File: src/rtl/mem_arbiter.sv
// Two-port arbiter sharing one physical memory port between instruction fetch
// (port 0, read-only) and data (port 1, read/write); data has priority with starvation relief.
module mem_arbiter #(
    parameter int unsigned STARVE_LIMIT = 4
) (
    input  logic        clk,
    input  logic        rst,
    input  logic        i_read,
    input  logic [15:0] i_address,
    output logic [15:0] i_rdata,
    output logic        i_resp,
    input  logic        d_read,
    input  logic        d_write,
    input  logic [15:0] d_address,
    input  logic [15:0] d_wdata,
    input  logic [1:0]  d_byte_enable,
    output logic [15:0] d_rdata,
    output logic        d_resp,
    output logic        pmem_read,
    output logic        pmem_write,
    output logic [15:0] pmem_address,
    output logic [15:0] pmem_wdata,
    output logic [1:0]  pmem_byte_enable,
    input  logic [15:0] pmem_rdata,
    input  logic        pmem_resp,
    output logic        busy
);

    localparam logic [3:0] LIMIT_C = 4'(STARVE_LIMIT);

    typedef enum logic [1:0] {
        IDLE    = 2'd0,
        BUSY_I  = 2'd1,
        BUSY_D  = 2'd2,
        RECOVER = 2'd3
    } state_t;

    state_t      state_r;
    logic [3:0]  starve_cnt_r;
    logic [15:0] addr_r;
    logic [15:0] wdata_r;
    logic [1:0]  be_r;
    logic        read_r;
    logic        write_r;
    logic        busy_r;
    logic [15:0] i_rdata_r;
    logic [15:0] d_rdata_r;
    logic        d_req_s;
    logic        grant_i_s;
    logic        grant_d_s;

    assign d_req_s = d_read | d_write;

    // Grant decision, evaluated only while idle; data wins unless fetch has waited too long
    always_comb begin
        grant_i_s = 1'b0;
        grant_d_s = 1'b0;
        if (state_r == IDLE) begin
            if (d_req_s && i_read) begin
                if (starve_cnt_r < LIMIT_C) begin
                    grant_d_s = 1'b1;
                end else begin
                    grant_i_s = 1'b1;
                end
            end else if (d_req_s) begin
                grant_d_s = 1'b1;
            end else if (i_read) begin
                grant_i_s = 1'b1;
            end else begin
                grant_i_s = 1'b0;
            end
        end else begin
            grant_d_s = 1'b0;
        end
    end

    // Completion must be visible in the same cycle as pmem_resp, so it is decoded from state
    assign i_resp  = (state_r == BUSY_I) & pmem_resp;
    assign d_resp  = (state_r == BUSY_D) & pmem_resp;
    assign i_rdata = i_resp ? pmem_rdata : i_rdata_r;
    assign d_rdata = d_resp ? pmem_rdata : d_rdata_r;

    assign pmem_read        = read_r;
    assign pmem_write       = write_r;
    assign pmem_address     = addr_r;
    assign pmem_wdata       = wdata_r;
    assign pmem_byte_enable = be_r;
    assign busy             = busy_r;

    // Arbiter FSM: latches the winning request and holds it until the memory completes
    always_ff @(posedge clk or posedge rst) begin
        if (rst) begin
            state_r      <= IDLE;
            starve_cnt_r <= 4'd0;
            addr_r       <= 16'd0;
            wdata_r      <= 16'd0;
            be_r         <= 2'd0;
            read_r       <= 1'b0;
            write_r      <= 1'b0;
            busy_r       <= 1'b0;
            i_rdata_r    <= 16'd0;
            d_rdata_r    <= 16'd0;
        end else begin
            case (state_r)
                IDLE: begin
                    if (grant_d_s) begin
                        addr_r  <= d_address;
                        wdata_r <= d_wdata;
                        be_r    <= d_byte_enable;
                        // read+write together is treated as a write
                        read_r  <= ~d_write;
                        write_r <= d_write;
                        busy_r  <= 1'b1;
                        state_r <= BUSY_D;
                        if (i_read && (starve_cnt_r < LIMIT_C)) begin
                            starve_cnt_r <= starve_cnt_r + 4'd1;
                        end
                    end else if (grant_i_s) begin
                        addr_r       <= i_address;
                        wdata_r      <= 16'd0;
                        be_r         <= 2'b11;
                        read_r       <= 1'b1;
                        write_r      <= 1'b0;
                        busy_r       <= 1'b1;
                        starve_cnt_r <= 4'd0;
                        state_r      <= BUSY_I;
                    end
                end
                BUSY_I, BUSY_D: begin
                    if (pmem_resp) begin
                        read_r  <= 1'b0;
                        write_r <= 1'b0;
                        busy_r  <= 1'b0;
                        state_r <= RECOVER;
                        if (state_r == BUSY_I) begin
                            i_rdata_r <= pmem_rdata;
                        end else begin
                            d_rdata_r <= pmem_rdata;
                        end
                    end
                end
                RECOVER: begin
                    state_r <= IDLE;
                end
                default: begin
                    state_r <= IDLE;
                end
            endcase
        end
    end

endmodule

File: config.mk
export PLATFORM = sky130hd
export DESIGN_NAME = mem_arbiter
export DESIGN_NICKNAME = d
export VERILOG_FILES = /design/src/rtl/mem_arbiter.sv
export SDC_FILE = /design/constraint.sdc
export NUM_CORES = 1
export LEC_CHECK = 0
export CORE_MARGIN = 4
export CORE_UTILIZATION = 44
export CTS_CLUSTER_SIZE = 25
export DETAILED_ROUTE_END_ITERATION = 6
export PLACE_DENSITY_LB_ADDON = 0.05
export SETUP_SLACK_MARGIN = 0.3
export SLEW_MARGIN = 20
export SYNTH_ARGS = -nofsm -noshare
export SYNTH_HDL_FRONTEND = slang
export SYNTH_SLANG_ARGS = --single-unit
File: constraint.sdc
create_clock -name clk -period 2.9 [get_ports clk]
set_input_delay 0.29 -clock clk [delete_from_list [all_inputs] [get_ports clk]]
set_output_delay 0.29 -clock clk [all_outputs]
set_load 0.05 [all_outputs]
==> impl_metrics.py <==
metrics = {
    "run_status": {
        "outcome": "complete, no violations",
    },
    "critical_path": {
        "ff2ff_setup_slack_ns": 0.77,
        "crit_chain": "inv_1, ha_1, nand2_2, inv_1, clkdlybuf4s50_1",
        "path_max_fanout": 3,
        "end_kind": "primary output",
        "required_ns": 2.61,
        "worstPathArrival_ns": 2.02,
        "cp_common_cell": "inv_1",
        "start_kind": "register",
        "crit_slowest_cell": "clkdlybuf4s50_1",
        "critical_path_class": "register to primary output",
        "max_stage_delay_ns": 0.79,
        "cp_num_buf_inv": 3,
        "path_delay_family": "buffers and inverters",
    },
    "logic_synthesis": {
        "syn_nets": 366,
        "synth-seq-cells": 75,
        "synthFlopType": "dfrtp_1",
        "synth_edf_count": 0,
        "ys_seq_area_share_pct": 52.6,
        "avgSynthCellArea_sq_um": 12.3,
        "syn_area_sq_um": 3570,
        "synth_top_area_share_pct": 52.6,
        "synth.distinct_cells": 36,
        "synthTopCellsByArea": "dfrtp_1 (53%), mux2_2 (20%), a22o_1 (4.2%)",
        "async_reset_ff_share_pct": 100,
        "synth_top_area_cell": "dfrtp_1",
        "syn_inst": 289,
        "yosys_warnings": 0,
    },
    "floorplan": {
        "io_pins": 143,
        "core_area_sq_um": 7810,
        "start_util_pct": 45.7,
        "die-width_um": 98.0,
        "die_y_um": 98.0,
        "dieArea_sq_um": 9610,
        "num_rows": 32,
    },
    "clock_tree": {
        "holdBufCountCts": 0,
        "cts_tree": "built",
        "cts.clk_slew.worst_paths_ns": 0.08,
        "numClockSinks": 75,
        "cts_resized": 0,
        "cts.path.max_buffers": 2,
        "worstSkewPairLatency_ns": 0.34,
        "cts_setup_buffers": 0,
        "cts_buffers": 9,
        "cts-root-buf": "clkbuf_8",
        "htree_levels": 3,
    },
    "detailed_routing": {
        "wire_per_inst_um": 16.7,
        "vias": 2806,
        "drtAntennaViolNets": 0,
        "via_per_inst": 5.24,
        "drt_iter0_markers": 61,
        "drc_errors": 0,
        "drt-pass1-iter-count": 4,
        "totalWireLength_um": 8950,
    },
    "sta": {
        "finalClockSkew_ns": 0.00978,
        "clock.fmax_mhz": 433,
        "worst_pin_slew_ns": 0.847,
        "setup_tns_ns": 0,
        "layout_min_cycle_time_ns": 2.31,
        "final.period_utilization_pct": 79.6,
        "setup_viol": 0,
        "final_hold_viol_count": 0,
        "relSlewSlack_pct": 43.6,
        "slew_viol_final": 0,
        "grt_setup_unrepaired": "false",
    },
    "placement": {
        "dp.cells": 519,
        "gp_congestion": 0.746,
        "dpl-instance-area_sq_um": 4960,
        "dp.final_hpwl_um": 6420,
        "portBuffers": 142,
    },
    "finish": {
        "design_area_sq_um": 5190,
        "layout.nets": 505,
        "mostFrequentLayoutCells": "clkdlybuf4s50_1 (110), dfrtp_1 (75), mux2_2 (64)",
        "stdcell_count": 535,
        "diodes": 0,
        "final_common_cell": "clkdlybuf4s50_1",
        "area.sequential_sq_um": 1880,
        "area_delta_synth_final_pct": 45.5,
        "fillCellCount": 635,
        "post_route_cells_drive_above_1_share_pct": 30.0,
        "multiInputGateArea_sq_um": 1550,
    },
    "global_route": {
        "track_usage_pct": 18.8,
        "grt_start_max_net_pins": 55,
        "antenna_found_initial": 0,
        "grt_pass1_wl_um": 14600,
        "grt_pass1_vias": 2863,
        "grt_overflow": 0,
    },
    "worst_hold_path": {
        "worstHoldPathType": "input port to asynchronous set/reset pin",
    },
    "pwr": {
        "ir_drop_uv": 583,
        "leakage_uw": 0.00221,
        "p_per_area_nw_per_um2": 1420,
    },
    "run": {
        "drv_cap": 0,
    },
}
-- synthesized netlist by cell type, types with 2 or more instances --
| cell type | count |
|---|---|
| nor2_1 | 19 |
| dfrtp_1 | 75 |
| a2bb2oi_1 | 2 |
| nand2_2 | 2 |
| buf_4 | 3 |
| nand2_1 | 4 |
| a22o_1 | 17 |
| nand3_1 | 19 |
| a21o_1 | 2 |
| o21ai_2 | 2 |
| o22a_1 | 2 |
| inv_1 | 5 |
| ha_1 | 5 |
| buf_2 | 13 |
| mux2_2 | 64 |
| buf_6 | 3 |
| a31oi_1 | 16 |
| o21ai_0 | 18 |
-- power by group --
group | switching (uW) | leakage [uW] | total, uW | internal (uW)
logic | 2900 | 0.00121 | 4630 | 1730
registers | 263 | 0.000895 | 1820 | 1560
clock network | 396 | 0.000108 | 904 | 508
-- stage by stage --
step / utilization, % / hold WS [ns] / total power [uW] / worst slack [ns]
after floorplan: - / 0.416 / 5180 / 0.700
after global placement: 63.6 / 0.467 / 6420 / 0.735
after detailed placement: 63.6 / 0.470 / 6500 / 0.708
after CTS: 66.5 / 0.300 / 7420 / 0.564
after global routing: 66.5 / 0.329 / 7730 / 0.486
final: 66.5 / 0.284 / 7360 / 0.591
-- per-layer routing --
layer	share of wire (%)	vias up	wire length [um]	track usage, %
li1	-	1339	-	-
met1	43	1373	3810	23.7
met2	49	86	4430	31.1
met3	7.0	8	623	5.57
met4	1.1	0	96	6.39
met5	0	-	0	0
-- registers in the layout, summed over array words and instances, names as in the netlist --
| register | flops |
|---|---|
| i_rdata_r | 16 |
| pmem_wdata | 16 |
| state_r | 2 |
| pmem_write | 1 |
| d_rdata_r | 16 |
| pmem_read | 1 |
| starve_cnt_r | 4 |
| busy | 1 |
| pmem_address | 16 |
| pmem_byte_enable | 2 |
-- worst register-to-register path: cells and delay by family, from the launching register on --
family / cells / cell delay [ns]
AND/OR/NAND/NOR: 1 / 0.58
AO/OA/AOI/OAI: 2 / 0.55
adder cells (fa/ha/maj): 1 / 0.42
flip-flops: 1 / 0.41
buffers and inverters: 1 / 0.11
-- cell type report --
type,instances,area share (%)
clock buffer,10,2.65
multi-input combinational,190,29.8
sequential,75,36.2
timing repair buffer,147,26.8
tap,102,2.46
inverter,5,0.362
clock inverter,6,1.71
-- path summary, 6_finish.rpt --
kind | start | to | cells after the start
setup / recovery | state_r[1] | i_resp | 5
hold / removal | rst | pmem_wdata[0] | 2
setup reg to reg | state_r[0] | pmem_wdata[9] | 5
hold reg to reg | d_rdata_r[13] | d_rdata_r[13] | 1
max in group asynchronous | rst | pmem_address[8] | 3
min in group clk | d_rdata_r[13] | d_rdata_r[13] | 1
-- cell families after synthesis --
kind of cell / Yosys count / share of synthesized area [%]
mux: 64 / 20.2
buf+inv: 24 / 3.93
simple gates: 55 / 8.25
compound gates: 66 / 13.2
flops: 75 / 52.6
fa+ha+maj: 5 / 1.75
Note: power is estimated with default switching activity, not from simulation.
